## config.mk

```make
export PLATFORM = sky130hd
export DESIGN_NAME = mcb_port_tester
export DESIGN_NICKNAME = d
export VERILOG_FILES = /design/src/rtl/mcb_tester_pkg.sv /design/src/rtl/mcb_lfsr32.sv /design/src/rtl/mcb_port_tester.sv
export SDC_FILE = /design/constraint.sdc
export NUM_CORES = 1
export LEC_CHECK = 0
export ABC_AREA = 1
export CORE_UTILIZATION = 25
export DETAILED_ROUTE_END_ITERATION = 16
export GPL_TIMING_DRIVEN = 0
export HOLD_SLACK_MARGIN = 0.12
export RECOVER_POWER = 100
export SYNTH_ARGS = -nofsm -noshare
export SYNTH_HDL_FRONTEND = slang
export SYNTH_HIERARCHICAL = 1
export SYNTH_SLANG_ARGS = --single-unit
```

## constraint.sdc

```tcl
create_clock -name clk0 -period 16.5 [get_ports clk0]
set_input_delay 3.3 -clock clk0 [delete_from_list [all_inputs] [get_ports clk0]]
set_output_delay 3.3 -clock clk0 [all_outputs]
set_load 0.02 [all_outputs]
```

## src/rtl/mcb_tester_pkg.sv

```systemverilog
// Shared types and constants for the MCB port tester: FSM states, MCB
// instruction encodings and the 32-bit data LFSR.
package mcb_tester_pkg;

    typedef enum logic [2:0] {
        ST_IDLE,
        ST_WR_DATA,
        ST_WR_CMD,
        ST_RD_CMD,
        ST_RD_DATA,
        ST_DONE
    } tester_state_e;

    localparam logic [2:0] MCB_CMD_WR = 3'b000;
    localparam logic [2:0] MCB_CMD_RD = 3'b001;

    localparam int LFSR_TAP0 = 31;
    localparam int LFSR_TAP1 = 21;
    localparam int LFSR_TAP2 = 1;
    localparam int LFSR_TAP3 = 0;

    function automatic logic [31:0] lfsr32_next(input logic [31:0] l);
        return {l[30:0], l[LFSR_TAP0] ^ l[LFSR_TAP1] ^ l[LFSR_TAP2] ^ l[LFSR_TAP3]};
    endfunction

endpackage

```

## src/rtl/mcb_lfsr32.sv

```systemverilog
// 32-bit Fibonacci LFSR with synchronous seed load; value_o is the current
// word and advances one step per cycle with step_i.
module mcb_lfsr32
    import mcb_tester_pkg::*;
#(
    parameter logic [31:0] SEED = 32'h1
) (
    input  logic        clk_i,
    input  logic        rst_i,
    input  logic        load_i,
    input  logic        step_i,
    output logic [31:0] value_o
);

    logic [31:0] lfsr_q, lfsr_d;

    always_comb begin
        lfsr_d = lfsr_q;
        if (load_i)
            lfsr_d = SEED;
        else if (step_i)
            lfsr_d = lfsr32_next(lfsr_q);
    end

    always_ff @(posedge clk_i or posedge rst_i) begin
        if (rst_i)
            lfsr_q <= SEED;
        else
            lfsr_q <= lfsr_d;
    end

    assign value_o = lfsr_q;

endmodule

```

## src/rtl/mcb_port_tester.sv

```systemverilog
// Write/readback traffic generator and checker for one 32-bit MCB user port.
// Define MCB_TESTER_ERR_CAPTURE_EN to add first-mismatch capture outputs.
module mcb_port_tester
    import mcb_tester_pkg::*;
#(
    parameter int          BURST_LEN  = 32,
    parameter int          NUM_BURSTS = 1024,
    parameter logic [29:0] BASE_ADDR  = 30'h0,
    parameter logic [31:0] SEED       = 32'h1
) (
    input  logic        clk0,
    input  logic        rst0,
    input  logic        calib_done,
    input  logic        start,
    output logic        p0_cmd_en,
    output logic [2:0]  p0_cmd_instr,
    output logic [5:0]  p0_cmd_bl,
    output logic [29:0] p0_cmd_byte_addr,
    input  logic        p0_cmd_full,
    output logic        p0_wr_en,
    output logic [31:0] p0_wr_data,
    output logic [3:0]  p0_wr_mask,
    input  logic        p0_wr_full,
    output logic        p0_rd_en,
    input  logic [31:0] p0_rd_data,
    input  logic        p0_rd_empty,
    output logic        busy,
    output logic        done,
    output logic        fail,
    output logic [31:0] error_count,
    output logic [15:0] pass_count
`ifdef MCB_TESTER_ERR_CAPTURE_EN
    ,
    output logic [29:0] first_err_addr,
    output logic [31:0] first_err_exp,
    output logic [31:0] first_err_act
`endif
);

    localparam logic [29:0] BURST_BYTES = 30'(BURST_LEN * 4);
    localparam logic [6:0]  LAST_WORD   = 7'(BURST_LEN - 1);
    localparam logic [31:0] LAST_BURST  = 32'(NUM_BURSTS - 1);

    tester_state_e state_q, state_d;
    logic [6:0]  word_cnt_q, word_cnt_d;
    logic [31:0] burst_idx_q, burst_idx_d;
    logic [29:0] burst_addr_q, burst_addr_d;
    logic        cmd_en_q, cmd_en_d;
    logic [2:0]  cmd_instr_q, cmd_instr_d;
    logic [29:0] cmd_addr_q, cmd_addr_d;
    logic        wr_en_q, wr_en_d;
    logic [31:0] wr_data_q, wr_data_d;
    logic        done_q, done_d;
    logic        fail_q, fail_d;
    logic [31:0] err_cnt_q, err_cnt_d;
    logic [15:0] pass_cnt_q, pass_cnt_d;

    logic        lfsr_load, wr_step, chk_step;
    logic [31:0] wr_lfsr, chk_lfsr;
    logic        start_pass, pop, mismatch;

    mcb_lfsr32 #(.SEED(SEED)) u_wr_lfsr (
        .clk_i  (clk0),
        .rst_i  (rst0),
        .load_i (lfsr_load),
        .step_i (wr_step),
        .value_o(wr_lfsr)
    );

    mcb_lfsr32 #(.SEED(SEED)) u_chk_lfsr (
        .clk_i  (clk0),
        .rst_i  (rst0),
        .load_i (lfsr_load),
        .step_i (chk_step),
        .value_o(chk_lfsr)
    );

    // Popping is gated by calib_done so a word is never consumed unchecked
    // in the cycle the pass is aborted.
    assign start_pass = (state_q == ST_IDLE) && start && calib_done;
    assign pop        = (state_q == ST_RD_DATA) && calib_done && !p0_rd_empty;
    assign mismatch   = pop && (p0_rd_data != chk_lfsr);

    always_comb begin
        state_d      = state_q;
        word_cnt_d   = word_cnt_q;
        burst_idx_d  = burst_idx_q;
        burst_addr_d = burst_addr_q;
        cmd_en_d     = 1'b0;
        cmd_instr_d  = cmd_instr_q;
        cmd_addr_d   = cmd_addr_q;
        wr_en_d      = 1'b0;
        wr_data_d    = wr_data_q;
        done_d       = done_q;
        fail_d       = fail_q;
        err_cnt_d    = err_cnt_q;
        pass_cnt_d   = pass_cnt_q;
        lfsr_load    = 1'b0;
        wr_step      = 1'b0;
        chk_step     = 1'b0;

        if (mismatch) begin
            fail_d = 1'b1;
            if (err_cnt_q != 32'hFFFF_FFFF)
                err_cnt_d = err_cnt_q + 32'd1;
        end

        unique case (state_q)
            ST_IDLE: begin
                if (start_pass) begin
                    state_d      = ST_WR_DATA;
                    word_cnt_d   = '0;
                    burst_idx_d  = '0;
                    burst_addr_d = BASE_ADDR;
                    err_cnt_d    = '0;
                    fail_d       = 1'b0;
                    done_d       = 1'b0;
                    lfsr_load    = 1'b1;
                end
            end
            ST_WR_DATA: begin
                if (!p0_wr_full) begin
                    wr_en_d   = 1'b1;
                    wr_data_d = wr_lfsr;
                    wr_step   = 1'b1;
                    if (word_cnt_q == LAST_WORD) begin
                        word_cnt_d = '0;
                        state_d    = ST_WR_CMD;
                    end else begin
                        word_cnt_d = word_cnt_q + 7'd1;
                    end
                end
            end
            ST_WR_CMD: begin
                if (!p0_cmd_full) begin
                    cmd_en_d    = 1'b1;
                    cmd_instr_d = MCB_CMD_WR;
                    cmd_addr_d  = burst_addr_q;
                    if (burst_idx_q == LAST_BURST) begin
                        burst_idx_d  = '0;
                        burst_addr_d = BASE_ADDR;
                        state_d      = ST_RD_CMD;
                    end else begin
                        burst_idx_d  = burst_idx_q + 32'd1;
                        burst_addr_d = burst_addr_q + BURST_BYTES;
                        state_d      = ST_WR_DATA;
                    end
                end
            end
            ST_RD_CMD: begin
                if (!p0_cmd_full) begin
                    cmd_en_d    = 1'b1;
                    cmd_instr_d = MCB_CMD_RD;
                    cmd_addr_d  = burst_addr_q;
                    state_d     = ST_RD_DATA;
                end
            end
            ST_RD_DATA: begin
                if (pop) begin
                    chk_step = 1'b1;
                    if (word_cnt_q == LAST_WORD) begin
                        word_cnt_d = '0;
                        if (burst_idx_q == LAST_BURST) begin
                            state_d = ST_DONE;
                        end else begin
                            burst_idx_d  = burst_idx_q + 32'd1;
                            burst_addr_d = burst_addr_q + BURST_BYTES;
                            state_d      = ST_RD_CMD;
                        end
                    end else begin
                        word_cnt_d = word_cnt_q + 7'd1;
                    end
                end
            end
            ST_DONE: begin
                done_d     = 1'b1;
                pass_cnt_d = pass_cnt_q + 16'd1;
                state_d    = ST_IDLE;
            end
            default: state_d = ST_IDLE;
        endcase

        // Losing calibration aborts the pass; read data left in the FIFO is
        // deliberately not drained.
        if (state_q != ST_IDLE && !calib_done) begin
            state_d    = ST_IDLE;
            fail_d     = 1'b1;
            done_d     = 1'b0;
            pass_cnt_d = pass_cnt_q;
            cmd_en_d   = 1'b0;
            wr_en_d    = 1'b0;
        end
    end

    always_ff @(posedge clk0 or posedge rst0) begin
        if (rst0) begin
            state_q      <= ST_IDLE;
            word_cnt_q   <= '0;
            burst_idx_q  <= '0;
            burst_addr_q <= '0;
            cmd_en_q     <= 1'b0;
            cmd_instr_q  <= '0;
            cmd_addr_q   <= '0;
            wr_en_q      <= 1'b0;
            wr_data_q    <= '0;
            done_q       <= 1'b0;
            fail_q       <= 1'b0;
            err_cnt_q    <= '0;
            pass_cnt_q   <= '0;
        end else begin
            state_q      <= state_d;
            word_cnt_q   <= word_cnt_d;
            burst_idx_q  <= burst_idx_d;
            burst_addr_q <= burst_addr_d;
            cmd_en_q     <= cmd_en_d;
            cmd_instr_q  <= cmd_instr_d;
            cmd_addr_q   <= cmd_addr_d;
            wr_en_q      <= wr_en_d;
            wr_data_q    <= wr_data_d;
            done_q       <= done_d;
            fail_q       <= fail_d;
            err_cnt_q    <= err_cnt_d;
            pass_cnt_q   <= pass_cnt_d;
        end
    end

`ifdef MCB_TESTER_ERR_CAPTURE_EN
    logic [29:0] ferr_addr_q;
    logic [31:0] ferr_exp_q, ferr_act_q;

    // fail_q is still low on the first mismatch of a pass.
    always_ff @(posedge clk0 or posedge rst0) begin
        if (rst0) begin
            ferr_addr_q <= '0;
            ferr_exp_q  <= '0;
            ferr_act_q  <= '0;
        end else if (start_pass) begin
            ferr_addr_q <= '0;
            ferr_exp_q  <= '0;
            ferr_act_q  <= '0;
        end else if (mismatch && !fail_q) begin
            ferr_addr_q <= burst_addr_q + {21'd0, word_cnt_q, 2'b00};
            ferr_exp_q  <= chk_lfsr;
            ferr_act_q  <= p0_rd_data;
        end
    end

    assign first_err_addr = ferr_addr_q;
    assign first_err_exp  = ferr_exp_q;
    assign first_err_act  = ferr_act_q;
`endif

    assign p0_cmd_en        = cmd_en_q;
    assign p0_cmd_instr     = cmd_instr_q;
    assign p0_cmd_bl        = 6'(BURST_LEN - 1);
    assign p0_cmd_byte_addr = cmd_addr_q;
    assign p0_wr_en         = wr_en_q;
    assign p0_wr_data       = wr_data_q;
    assign p0_wr_mask       = 4'h0;
    assign p0_rd_en         = pop;
    assign busy             = (state_q != ST_IDLE);
    assign done             = done_q;
    assign fail             = fail_q;
    assign error_count      = err_cnt_q;
    assign pass_count       = pass_cnt_q;

endmodule
```

==> flow_metrics.env <==
export IMPL_outcome="finished with violations"
export IMPL_violations="capacitance limit, slew limit"
export IMPL_cts_root_buf="clkbuf_16"
export IMPL_fin_crit_ns=9.57
export IMPL_hold_buffers=0
export IMPL_grt_pass1_vias=12100
export IMPL_ant_nets=0
export IMPL_yosys_warnings=6
export IMPL_reg2regPathDepth=9
export IMPL_place_ws_ns=7.68
export IMPL_finalSetupViolCount=0
export IMPL_rows=85
export IMPL_hold_depth=2
export IMPL_worstSetupPathType="primary input to output pin"
export IMPL_fmax_mhz=105
export IMPL_rr_endpoint="error_count[22]$_DFF_PP0_"
export IMPL_antenna_cells=0
export IMPL_overflow=0
export IMPL_synth_top_cells_by_area="dfrtp_1 43%, nand2_1 16%, nand3_1 6.0%"
export IMPL_drt_iter0_drc=941
export IMPL_min_delay_start="u_wr_lfsr/value_o[5]$_DFFE_PP0P_"
export IMPL_cp_max_fo=10
export IMPL_grt_met3_usage_pct=2.34
export IMPL_tritoncts="done"
export IMPL_cts_buffers=27
export IMPL_h_tree_depth=1
export IMPL_finalMaxSlewViolations=54
export IMPL_top_usage_layer="met2"
export IMPL_p_per_area_mw_per_mm2=109
export IMPL_relSlewSlack_pct=-65.5
export IMPL_port_buffers=148
export IMPL_critPathArrivalTime_ns=6.27
export IMPL_synthDistinctLibCells=44
export IMPL_finalWirelength_mm=40.7
export IMPL_synth_seq_cells=237
export IMPL_hold_slack_ns=0.464
export IMPL_grt_pass1_wl_mm=65.8
export IMPL_wire_per_inst_um=14.9
export IMPL_vias=12500
export IMPL_finalCritPeriodShare_pct=58.0
export IMPL_antenna_found_initial=2
export IMPL_syn_area_per_cell_um2=7.54
export IMPL_drt_pass1_iter_count=6
export IMPL_yosysTopAreaCell="dfrtp_1"
export IMPL_dpl_hpwl_mm=30.6
export IMPL_crit_path_start_kind="primary input"
export IMPL_netlist_instances=1818
export IMPL_hold_class="flip-flop to flip-flop"
export IMPL_finalHoldViolCount=0
export IMPL_final_nets=2059
export IMPL_track_usage_pct=14.5
export IMPL_worstMarginPinSlew_ns=2.47
export IMPL_drc=0
export IMPL_cts_sinks=237
export IMPL_clk_latency_ns=0.55
export IMPL_worstReg2RegStart="state_q[1]$_DFFE_PP0P_"
export IMPL_crit_required_ns=13.20
export IMPL_seqCellArea_mm2=0.00593
export IMPL_ctsResizeCount=0
export IMPL_clk_pin_slew_ns=0.06
export IMPL_timing_final_ws_setup_ns=6.93
export IMPL_yosysTopAreaCellShare_pct=42.9
export IMPL_seq_area_frac_synth_pct=43.3
export IMPL_rsz0062_at_grt="false"
export IMPL_place_congestion=0.960
export IMPL_syn_area_mm2=0.0137
export IMPL_clock_path_buffers=3
export IMPL_grt_util_met2_pct=22.1
export IMPL_use_met1_pct=21.2
export IMPL_die_x_um=236
export IMPL_grt_max_degree=121
export IMPL_p_leak_nw=7.53
export IMPL_fin_util_pct=31.1
export IMPL_core_region_area_mm2=0.0540
export IMPL_multi_input_area_mm2=0.00639
export IMPL_irDropWorstVdd_mv=0.0764
export IMPL_maxCapViolCount=1
export IMPL_critPathCaptureType="output pin"
export IMPL_vias_per_cell=4.57
export IMPL_io_pin_count=168
export IMPL_tns_ns=0
export IMPL_fp_dieH_um=236
export IMPL_post_cts_buffers=0
export IMPL_skew_ns=0.0127
export IMPL_dieArea_mm2=0.0558
export IMPL_rrSetupSlack_ns=13.29
export IMPL_syn_to_final_growth_pct=22.7
export IMPL_initial_core_util_pct=25.4
export IMPL_nFillCells=5803
export IMPL_layout_drive_gt1_share_pct=8.16
export IMPL_hold_end="p0_wr_data[5]$_DFFE_PP0P_"
## cells in the mapped netlist, drive strengths merged
cell and number:
nor2 155, clkbuf 22, buf 60, a21oi 42, nor3 24, nand2 601, clkinv 3, o211ai 17
conb 2, or2 10, o21bai 1, dfstp 2, inv 215, nor3b 1, nand4 17, xor2 28
nand3 170, o22ai 63, o21ai 104, xnor2 31, mux2 2, o21a 1, ha 5, dfrtp 235
nand3b 7
## how the worst max path moves through the flow
stage / endpoint / start / slack (ns)
finish: p0_rd_en / calib_done / 6.93
global route: p0_rd_en / calib_done / 6.95
CTS: p0_rd_en / calib_done / 7.68
detailed placement: p0_rd_en / calib_done / 7.68
global placement: p0_cmd_byte_addr[7]$_DFFE_PP0P_ / rst0 / 5.68
floorplan: burst_addr_q[10]$_DFFE_PP0P_ / rst0 / 8.51
## logic make-up (layout without fill, tap and decap cells)
group                    Yosys count  after routing  synth area share, %
AO/OA/AOI/OAI                    228            228                 12.1
XOR/XNOR                          59             59                 3.77
adder cells (fa/ha/maj)            5              5                0.456
buffers and inverters            300            499                 10.0
flip-flops                       237            237                 43.3
multiplexers                       2              2                0.164
other                              2             19               0.0548
AND/OR/NAND/NOR                  985            985                 30.2
## flip-flops by register name, indices dropped and copies added (netlist names)
signal              cells
burst_idx_q            32
error_count            32
p0_wr_data             32
u_chk_lfsr/value_o     32
u_wr_lfsr/value_o      32
burst_addr_q           23
p0_cmd_byte_addr       23
pass_count             16
word_cnt_q              7
state_q                 3
done                    1
fail                    1
p0_cmd_en               1
p0_cmd_instr            1
p0_wr_en                1
## metrics by stage
stage          std cells  instance area (um2)  power (mW)
2_1_floorplan       1835                13800        1.08
3_3_place_gp        2679                16100        1.33
3_5_place_dp        2680                16200        1.34
4_1_cts             2728                17000        1.94
5_1_grt             2730                16800        1.95
6_report            2730                16800        1.84
## worst max-delay path, stage by stage
cell and delay [ns]:
dlygate4sd3_1 0.63, inv_1 0.13, nor3_1 1.12, buf_2 0.43
clkdlybuf4s50_1 0.65
## final cells by class
type | count | area share (%)
Sequential cell | 237 | 35.3
Multi-Input combinational cell | 1298 | 38.0
Inverter | 218 | 4.90
Tap cell | 696 | 5.18
Clock buffer | 43 | 4.85
Timing Repair Buffer | 151 | 9.02
Clock inverter | 5 | 0.193
Buffer | 82 | 2.57
## cell usage in the layout, fill, tap and decap left out, types with 3 or more instances in the layout
| cell | n |
|---|---|
| nand4_1 | 17 |
| nand3_1 | 168 |
| o22ai_2 | 56 |
| nor2_1 | 150 |
| clkbuf_16 | 27 |
| inv_1 | 207 |
| a21oi_1 | 41 |
| clkbuf_8 | 8 |
| buf_2 | 12 |
| clkbuf_1 | 51 |
| inv_2 | 3 |
| clkdlybuf4s50_1 | 34 |
| nand3b_1 | 7 |
| nor2_4 | 4 |
| buf_4 | 25 |
| xnor2_1 | 31 |
| o211ai_1 | 17 |
| dlygate4sd3_1 | 114 |
| o21ai_0 | 100 |
| conb_1 | 19 |
| clkinv_1 | 5 |
| xor2_1 | 28 |
| clkinv_2 | 3 |
| dfrtp_1 | 235 |
| nand2_2 | 3 |
| ha_1 | 5 |
| nand2_1 | 597 |
| nor3_1 | 24 |
| or2_2 | 7 |
| o21ai_1 | 4 |
| o22ai_1 | 7 |
## where the power goes
part           leakage, nW  internal (mW)  total (mW)  switching (mW)
clock                0.420          0.337       0.580           0.243
combinational         3.84          0.174       0.564           0.390
sequential            3.27          0.651       0.696          0.0448
total                 7.53           1.16        1.84           0.678
## layer usage
layer	vias to the layer above	share of wire, %
li1	6152	-
met3	58	6.6
met4	2	2.0
met1	5881	48
met2	395	44
met5	-	0.027
Note: power is estimated with default switching activity, not from simulation.
